==> src/rtl/sd_pat_gen.sv <==
`default_nettype none
// ============================================================================
// Module   : sd_pat_gen
// Brief    : Service-data pattern generator; streams DP_COUNT packets of DP_LEN
//            bytes per service request over a valid/ready byte interface.
// Revision : 1.0  initial release
// ============================================================================
module sd_pat_gen #(
    parameter int unsigned             WORD_BYTES = 2,
    parameter int unsigned             DP_LEN     = 8,
    parameter int unsigned             DP_COUNT   = 4,
    parameter logic [8*WORD_BYTES-1:0] INI_VAL    = 16'hABCD,
    parameter logic [8*WORD_BYTES-1:0] LFSR_TAPS  = 16'hB400,
    parameter bit                      MSB_FIRST  = 1'b1
) (
    input  logic       clk,
    input  logic       rst_n,
    input  logic       service_req_i,
    input  logic [1:0] mode_i,
    input  logic       tx_en_i,
    input  logic       d_ready_i,
    output logic [7:0] d_o,
    output logic       d_valid_o,
    output logic       d_last_o,
    output logic       tx_rdy_o,
    output logic       has_next_dp_o,
    output logic [7:0] dp_remain_o,
    output logic       done_o
);

    localparam int                W         = 8 * WORD_BYTES;
    localparam int                IDX_W     = (DP_LEN > 1) ? $clog2(DP_LEN) : 1;
    localparam int                LANE_W    = (WORD_BYTES > 1) ? $clog2(WORD_BYTES) : 1;
    localparam logic [IDX_W-1:0]  LAST_IDX  = IDX_W'(DP_LEN - 1);
    localparam logic [LANE_W-1:0] LAST_LANE = LANE_W'(WORD_BYTES - 1);
    localparam logic [1:0]        MODE_INC  = 2'b00;
    localparam logic [1:0]        MODE_LFSR = 2'b01;
    localparam logic [1:0]        MODE_CONST = 2'b10;
    localparam logic [1:0]        MODE_ROT  = 2'b11;

    typedef enum logic [1:0] {
        IDLE    = 2'd0,
        WAIT_EN = 2'd1,
        SEND    = 2'd2
    } state_t;

    state_t             state_q, state_d;
    logic [1:0]         mode_q, mode_d;
    logic [7:0]         dp_remain_q, dp_remain_d;
    logic [W-1:0]       word_q, word_d;
    logic [IDX_W-1:0]   idx_q, idx_d;
    logic [LANE_W-1:0]  lane_q, lane_d;
    logic               tx_en_q;
    logic               done_q, done_d;

    logic               tx_en_rise;
    logic [W-1:0]       word_seed;
    logic [W-1:0]       word_next;
    logic [7:0]         lane_byte;
    logic               sending;

    always_ff @(posedge clk or negedge rst_n) begin
        if (!rst_n) begin
            state_q     <= IDLE;
            mode_q      <= MODE_INC;
            dp_remain_q <= 8'd0;
            word_q      <= INI_VAL;
            idx_q       <= '0;
            lane_q      <= '0;
            tx_en_q     <= 1'b0;
            done_q      <= 1'b0;
        end else begin
            state_q     <= state_d;
            mode_q      <= mode_d;
            dp_remain_q <= dp_remain_d;
            word_q      <= word_d;
            idx_q       <= idx_d;
            lane_q      <= lane_d;
            tx_en_q     <= tx_en_i;
            done_q      <= done_d;
        end
    end

    assign tx_en_rise = tx_en_i & ~tx_en_q;

    // An all-zero seed would lock the LFSR, so it is replaced by 1.
    assign word_seed = ((mode_q == MODE_LFSR) && (INI_VAL == '0)) ? W'(1) : INI_VAL;

    always_comb begin
        word_next = word_q;
        case (mode_q)
            MODE_INC:   word_next = word_q + W'(1);
            MODE_LFSR:  word_next = {1'b0, word_q[W-1:1]} ^ (word_q[0] ? LFSR_TAPS : '0);
            MODE_CONST: word_next = word_q;
            MODE_ROT:   word_next = {word_q[W-2:0], word_q[W-1]};
            default:    word_next = word_q;
        endcase
    end

    always_comb begin
        state_d     = state_q;
        mode_d      = mode_q;
        dp_remain_d = dp_remain_q;
        word_d      = word_q;
        idx_d       = idx_q;
        lane_d      = lane_q;
        done_d      = 1'b0;

        if (service_req_i) begin
            // A request in any state (even on the final handshake) restarts.
            state_d     = WAIT_EN;
            mode_d      = mode_i;
            dp_remain_d = 8'(DP_COUNT);
        end else begin
            case (state_q)
                IDLE: ;
                WAIT_EN: begin
                    if (tx_en_rise) begin
                        state_d = SEND;
                        word_d  = word_seed;
                        idx_d   = '0;
                        lane_d  = '0;
                    end
                end
                SEND: begin
                    if (!tx_en_i) begin
                        state_d = WAIT_EN;
                    end else if (d_ready_i) begin
                        if (idx_q == LAST_IDX) begin
                            dp_remain_d = dp_remain_q - 8'd1;
                            if (dp_remain_q > 8'd1) begin
                                state_d = WAIT_EN;
                            end else begin
                                state_d = IDLE;
                                done_d  = 1'b1;
                            end
                        end else begin
                            idx_d = idx_q + IDX_W'(1);
                            if (lane_q == LAST_LANE) begin
                                lane_d = '0;
                                word_d = word_next;
                            end else begin
                                lane_d = lane_q + LANE_W'(1);
                            end
                        end
                    end
                end
                default: state_d = IDLE;
            endcase
        end
    end

    always_comb begin
        lane_byte = 8'h00;
        for (int k = 0; k < WORD_BYTES; k++) begin
            if (lane_q == LANE_W'(k)) begin
                lane_byte = MSB_FIRST ? word_q[W-1-8*k -: 8] : word_q[8*k +: 8];
            end
        end
    end

    assign sending       = (state_q == SEND);
    assign d_valid_o     = sending;
    assign d_o           = sending ? lane_byte : 8'h00;
    assign d_last_o      = sending && (idx_q == LAST_IDX);
    assign tx_rdy_o      = (state_q != IDLE);
    assign has_next_dp_o = (state_q != IDLE) && (dp_remain_q > 8'd1);
    assign dp_remain_o   = dp_remain_q;
    assign done_o        = done_q;

endmodule
`default_nettype wire

==> config.mk <==
export PLATFORM = sky130hd
export DESIGN_NAME = sd_pat_gen
export DESIGN_NICKNAME = d
export VERILOG_FILES = /design/src/rtl/sd_pat_gen.sv
export SDC_FILE = /design/constraint.sdc
export NUM_CORES = 1
export LEC_CHECK = 0
export CAP_MARGIN = 20
export CORE_ASPECT_RATIO = 0.5
export CORE_UTILIZATION = 46
export CTS_BUF_LIST = sky130_fd_sc_hd__clkbuf_4 sky130_fd_sc_hd__clkbuf_8
export CTS_CLUSTER_SIZE = 8
export DETAILED_ROUTE_END_ITERATION = 8
export GPL_TIMING_DRIVEN = 0
export MAX_ROUTING_LAYER = met4
export PLACE_DENSITY = 0.75
export SYNTH_ARGS = -nofsm -noshare
export SYNTH_HDL_FRONTEND = slang
export SYNTH_SLANG_ARGS = --single-unit
==> constraint.sdc <==
create_clock -name clk -period 4.1 [get_ports clk]
set_clock_uncertainty 0.2 [all_clocks]
set_input_delay 1.025 -clock clk [delete_from_list [all_inputs] [get_ports clk]]
set_output_delay 1.025 -clock clk [all_outputs]
set_load 0.03 [all_outputs]
==> results of run 1 <==
## cells in the mapped netlist (all sizes together) (9+ instances only)
cell,instances,area share
dfrtp,24,0.25
nor2,20,0.031
nand2,17,0.027
mux2i,15,0.062
clkbuf,14,0.022
inv,14,0.022
nand3,14,0.029
a21oi,11,0.023
a22oi,10,0.031
dfstp,10,0.11
o21ai,10,0.021
buf,9,0.020
## area by class of cell
class / instances / area, sq um / area share
buffer: 23 / 103 / 0.0355
clock buffer: 5 / 68.8 / 0.0238
sequential: 34 / 863 / 0.299
timing repair buffer: 26 / 255 / 0.0884
inverter: 14 / 52.6 / 0.0182
tap: 70 / 87.6 / 0.0303
clock inverter: 3 / 68.8 / 0.0238
multi-input combinational: 200 / 1390 / 0.481
## stage by stage
stage	utilization	total power [uW]	hold WS, ns	std cells
4_1_cts	0.580	866	0.310	375
3_3_place_gp	0.554	477	0.290	367
2_1_floorplan	-	438	0.267	271
3_5_place_dp	0.553	479	0.298	367
5_1_grt	0.580	891	0.349	375
6_report	0.580	867	0.313	375
## worst paths after layout
kind,cells after the start,slack (ns),endpoint
max in group asynchronous,1,2.62,idx_q[0]
max,4,0.55,has_next_dp_o
min reg2reg,2,0.31,word_q[15]
min,2,0.31,word_q[15]
min in group asynchronous,1,0.58,word_q[10]
max reg2reg,6,1.68,word_q[9]
## cells by family after synthesis
family | count (synthesis)
XOR/XNOR | 7
adder cells (fa/ha/maj) | 5
flip-flops | 34
buffers and inverters | 37
AND/OR/NAND/NOR | 102
AO/OA/AOI/OAI | 69
multiplexers | 17
## worst max-delay path, stage by stage (launching register included)
cell,delay [ns]
dfrtp_1,0.44
nor4_1,0.40
nor4b_1,0.50
nor2_1,0.08
clkdlybuf4s50_1,0.61
## sequential cells by signal, summed over array words and instances, names as in the netlist
register,flops
word_q,16
dp_remain_o,8
idx_q,3
mode_q,2
state_q,2
done_o,1
lane_q,1
tx_en_q,1
## cells in the final DEF (no fill, tap or decap), types with 4 or more instances in the layout
cell / synthesis / layout
clkbuf_1: 13 / 13
o211ai_1: 5 / 5
o2111ai_1: 4 / 4
nand4_1: 6 / 6
nor2_1: 20 / 20
o22a_1: 6 / 6
dfrtp_1: 24 / 24
clkdlybuf4s50_1: 0 / 25
and3_1: 5 / 5
a21oi_1: 11 / 11
nand2_1: 17 / 17
nand3b_1: 4 / 4
a22oi_1: 10 / 10
buf_2: 6 / 7
nand3_1: 14 / 14
xor2_1: 5 / 5
inv_1: 14 / 14
nor3b_1: 4 / 4
mux2i_1: 15 / 15
o21ai_0: 10 / 10
nor4_1: 5 / 5
dfstp_2: 10 / 10
clkbuf_8: 0 / 5
ha_1: 5 / 5
## per-layer routing
layer | track usage | up-vias
met5 | - | -
met2 | 0.416 | 86
li1 | - | 1084
met4 | 0.0786 | 0
met3 | 0.0480 | 10
met1 | 0.345 | 1136
## power by group
group,internal [uW],switching (uW),total [uW]
Combinational,44.2,75.2,119
Sequential,346,9.77,356
Clock,244,148,392
Total,634,233,867
==> impl_metrics.py, run 1 <==
metrics = {
    "yosys": {
        "synth.area.mux_share": 0.0717,
        "syn_inst": 271,
        "synth_top_family_by_area": "simple AND/OR/NAND/NOR gates",
        "synth_xor_area_frac": 0.0255,
        "yosys_warnings": 0,
        "ys_seq_elements": 34,
        "syn_area_sq_um": 2410,
        "synth.distinct_cells": 60,
        "yosys.area_share.simple": 0.248,
        "synth_nets": 283,
        "synth_fa_ha_area_frac": 0.0260,
        "synth_compound_area_frac": 0.206,
        "synthFlopType": "dfrtp_1",
        "yosysSeqAreaShare": 0.359,
        "async_reset_ff_frac": 1.00,
        "synth_edf_count": 0,
        "syn_area_per_cell_sq_um": 8.88,
    },
    "drt": {
        "dr_wl_met3_um": 478,
        "met2WireLength_um": 3090,
        "vias": 2316,
        "drt_pass1_iterations": 5,
        "via_per_inst": 6.18,
        "met1_length_um": 2950,
        "drc": 0,
        "highest_layer": "met4",
        "ant_nets": 0,
        "drt_iter0_markers": 159,
        "drt_wl_total_um": 6600,
        "wire_per_inst_um": 17.6,
    },
    "layout": {
        "num-nets-final": 316,
        "diodes": 0,
        "syn2layout_area_growth_pct": 20.0,
        "drive_gt1_frac": 0.118,
        "finalInstanceArea_sq_um": 2890,
        "nFillCells": 454,
    },
    "global_routing": {
        "first_global_vias": 2139,
        "grt_max_degree": 35,
        "track_usage": 0.261,
        "grt_pass1_wl_um": 10900,
        "antenna_found_initial": 0,
        "grt_overflow": 0,
    },
    "placement": {
        "numPortBuffers": 26,
        "dp_slack_ns": 0.898,
        "post_dp_cell_area_sq_um": 2750,
        "place.gp.congestion": 0.940,
        "post-dp-hpwl_um": 4530,
    },
    "clocking": {
        "cts_tree": "built",
        "clock-root-buffer": "clkbuf_8",
        "cts_hold_buf": 0,
        "cts_max_level": 2,
        "cts_setup_buffers": 0,
        "clkLatencyLatePin_ns": 0.30,
        "cts_max_path_buffers": 2,
        "numCtsBuffers": 5,
        "cts.sinks": 34,
        "clk_pin_slew_ns": 0.08,
        "postCtsResizedCells": 0,
    },
    "worst_setup_path": {
        "critPathLaunch": "dp_remain_o[5]",
        "start_kind": "flop",
        "required_ns": 2.87,
        "critPathCaptureType": "output port",
        "crit_fanout": 5,
        "worst-setup-path-type": "reg -> out",
        "arrival_ns": 2.33,
        "reg2reg_from": "idx_q[0]",
    },
    "timing": {
        "tns_ns": 0,
        "fin_crit_sh": 0.867,
        "maxSlewHeadroom": 0.448,
        "timing.final.max_slew_violations": 0,
        "hold_viol": 0,
        "tightest_slew_ns": 0.821,
        "fin_crit_ns": 3.55,
        "setup_viol": 0,
        "clock.fmax_ghz": 0.281,
        "rsz0062_at_grt": "no",
        "worst_slack_ns": 0.546,
    },
    "pwr": {
        "vdd_drop_max_mv": 0.179,
        "p_per_area_nw_per_um2": 300,
        "p_leak_uw": 0.00116,
    },
    "die": {
        "io_pins": 28,
        "die_w_um": 104,
        "core-area_sq_um": 4980,
        "die_y_um": 53.2,
        "dieArea_sq_um": 5540,
        "num_rows": 18,
        "initial_core_util": 0.484,
    },
    "worst_hold_path": {
        "holdCritPathClass": "reg -> reg",
        "hp-start": "word_q[15]",
    },
    "outcome": {
        "status": "finished clean",
    },
    "job": {
        "cap_violations": 0,
    },
}
Power figures use the tool's default switching activity.
==> run 2: changes to the inputs <==
--- a/config.mk
+++ b/config.mk
@@ -9,7 +9,6 @@
 export CORE_ASPECT_RATIO = 0.5
 export CORE_UTILIZATION = 46
 export CTS_BUF_LIST = sky130_fd_sc_hd__clkbuf_4 sky130_fd_sc_hd__clkbuf_8
-export CTS_CLUSTER_SIZE = 8
 export DETAILED_ROUTE_END_ITERATION = 8
 export GPL_TIMING_DRIVEN = 0
 export MAX_ROUTING_LAYER = met4
==> results of run 2 <==
Final layout, timing and power as in run 1 (identical DEF).
==> run 3: changes to the inputs <==
--- a/config.mk
+++ b/config.mk
@@ -13,6 +13,7 @@
 export GPL_TIMING_DRIVEN = 0
 export MAX_ROUTING_LAYER = met4
 export PLACE_DENSITY = 0.75
+export SLEW_MARGIN = 20
 export SYNTH_ARGS = -nofsm -noshare
 export SYNTH_HDL_FRONTEND = slang
 export SYNTH_SLANG_ARGS = --single-unit
==> impl_metrics.py, run 3 (same netlist as run 1, synthesis figures left out) <==
metrics = {
    "outcome": {
        "status": "finished clean",
    },
    "worst_setup_path": {
        "critPathCaptureType": "output port",
        "arrival_ns": 2.30,
        "slowest_stage": "clkdlybuf4s50_1",
        "worst-setup-path-type": "reg -> out",
        "path_cells": "nor4_1 -> nor4b_1 -> nor2_1 -> clkdlybuf4s50_1",
        "critPathMaxStageDelay_ns": 0.61,
        "required_ns": 2.87,
        "crit_fanout": 5,
        "start_kind": "flop",
    },
    "clocking": {
        "clock-root-buffer": "clkbuf_8",
        "postCtsResizedCells": 0,
        "cts_max_level": 2,
        "cts_setup_buffers": 0,
        "cts_tree": "built",
        "clk_pin_slew_ns": 0.08,
        "clkLatencyLatePin_ns": 0.30,
        "cts_hold_buf": 0,
        "numCtsBuffers": 5,
        "cts_max_path_buffers": 2,
        "cts.sinks": 34,
    },
    "layout": {
        "layout_commonest_cell": "clkdlybuf4s50_1",
        "largest_reg_flops": 16,
        "num-nets-final": 317,
        "layout_common_cells": "clkdlybuf4s50_1, dfrtp_1, nor2_1",
        "nFillCells": 429,
        "finalInstanceArea_sq_um": 2910,
        "diodes": 0,
        "stdcell_count": 376,
        "drive_gt1_frac": 0.121,
        "syn2layout_area_growth_pct": 20.8,
        "regMostFlops": "word_q",
    },
    "drt": {
        "drt_iter0_markers": 196,
        "drc": 0,
        "via_per_inst": 6.16,
        "wire_per_inst_um": 17.4,
        "ant_nets": 0,
        "drt_wl_total_um": 6560,
        "drt_pass1_iterations": 5,
        "vias": 2318,
    },
    "global_routing": {
        "grt_overflow": 0,
        "grt_max_degree": 28,
        "antenna_found_initial": 0,
        "track_usage": 0.262,
        "grt_pass1_wl_um": 11000,
        "first_global_vias": 2263,
    },
    "pwr": {
        "p_sw_uw": 229,
        "p_leak_uw": 0.00117,
        "vdd_drop_max_mv": 0.182,
        "internal_power_uw": 636,
        "pwr-share-clk": 0.449,
        "p_per_area_nw_per_um2": 298,
        "p_sw_frac": 0.265,
        "power_frac_seq": 0.411,
        "p_comb_frac": 0.141,
    },
    "die": {
        "die_y_um": 53.2,
        "core-area_sq_um": 4980,
        "io_pins": 28,
        "die_w_um": 104,
        "initial_core_util": 0.484,
        "dieArea_sq_um": 5540,
        "num_rows": 18,
    },
    "timing": {
        "timing.final.max_slew_violations": 0,
        "maxSlewHeadroom": 0.492,
        "tns_ns": 0,
        "setup_viol": 0,
        "hold_ws_ns": 0.309,
        "worst_slack_ns": 0.578,
        "clock.fmax_ghz": 0.284,
        "rsz0062_at_grt": "no",
        "fin_crit_ns": 3.52,
        "hold_viol": 0,
        "tightest_slew_ns": 0.756,
        "fin_crit_sh": 0.859,
    },
    "job": {
        "cap_violations": 0,
    },
    "placement": {
        "post_dp_cell_area_sq_um": 2770,
        "post-dp-hpwl_um": 4540,
        "numPortBuffers": 26,
        "placed_cells": 368,
        "place.gp.congestion": 0.940,
        "dp_slack_ns": 0.893,
    },
    "worst_hold_path": {
        "holdCritPathClass": "reg -> reg",
    },
}
## run 3: changes by cell type in the layout (fill, tap and decap cells not counted), sizes merged
cell  previous run  this run
buf             10        11
## run 3: power by group through the flow
stage / logic (uW) / clock network, uW / registers (uW)
floorplan: 79.9 / 0 / 358
global placement: 117 / 0 / 361
detailed placement: 120 / 0 / 361
CTS: 120 / 391 / 355
global route: 133 / 402 / 357
finish: 122 / 388 / 355
## run 3: final cells by class
class,count,area [sq um],share of cell area
clock inverters,3,68.8,0.0237
clock buffers,5,68.8,0.0237
flip-flops and latches,34,863,0.297
well taps,70,87.6,0.0301
inverters,14,52.6,0.0181
repair buffers,27,275,0.0947
multi-input cells,200,1390,0.478
plain buffers,23,103,0.0353
## run 3: worst paths after layout
kind,start,endpoint,slack [ns],depth (start not counted)
min in group asynchronous,rst_n,word_q[12],0.37,1
setup reg to reg,idx_q[0],word_q[8],1.74,6
hold / removal,word_q[15],word_q[15],0.31,2
setup / recovery,dp_remain_o[5],has_next_dp_o,0.58,4
hold reg to reg,word_q[15],word_q[15],0.31,2
max in group asynchronous,rst_n,word_q[0],2.85,2
## run 3: routing by layer
| layer | up-vias | track usage | routed length (um) |
|---|---|---|---|
| li1 | 1087 | - | - |
| met1 | 1107 | 0.335 | 2860 |
| met2 | 103 | 0.422 | 2990 |
| met3 | 21 | 0.0493 | 543 |
| met4 | 0 | 0.102 | 159 |
| met5 | - | - | 0 |
## run 3: stage by stage
step	power, uW	util
final	865	0.584
after global routing	892	0.584
after CTS	867	0.584
after detailed placement	481	0.557
after global placement	477	0.554
after floorplan	438	-
## run 3: worst max-delay path: cells and delay by family, from the launching register on
family / cells / cell delay [ns]
and+or+nand+nor: 3 / 0.96
buffers and inverters: 1 / 0.61
DFF: 1 / 0.44
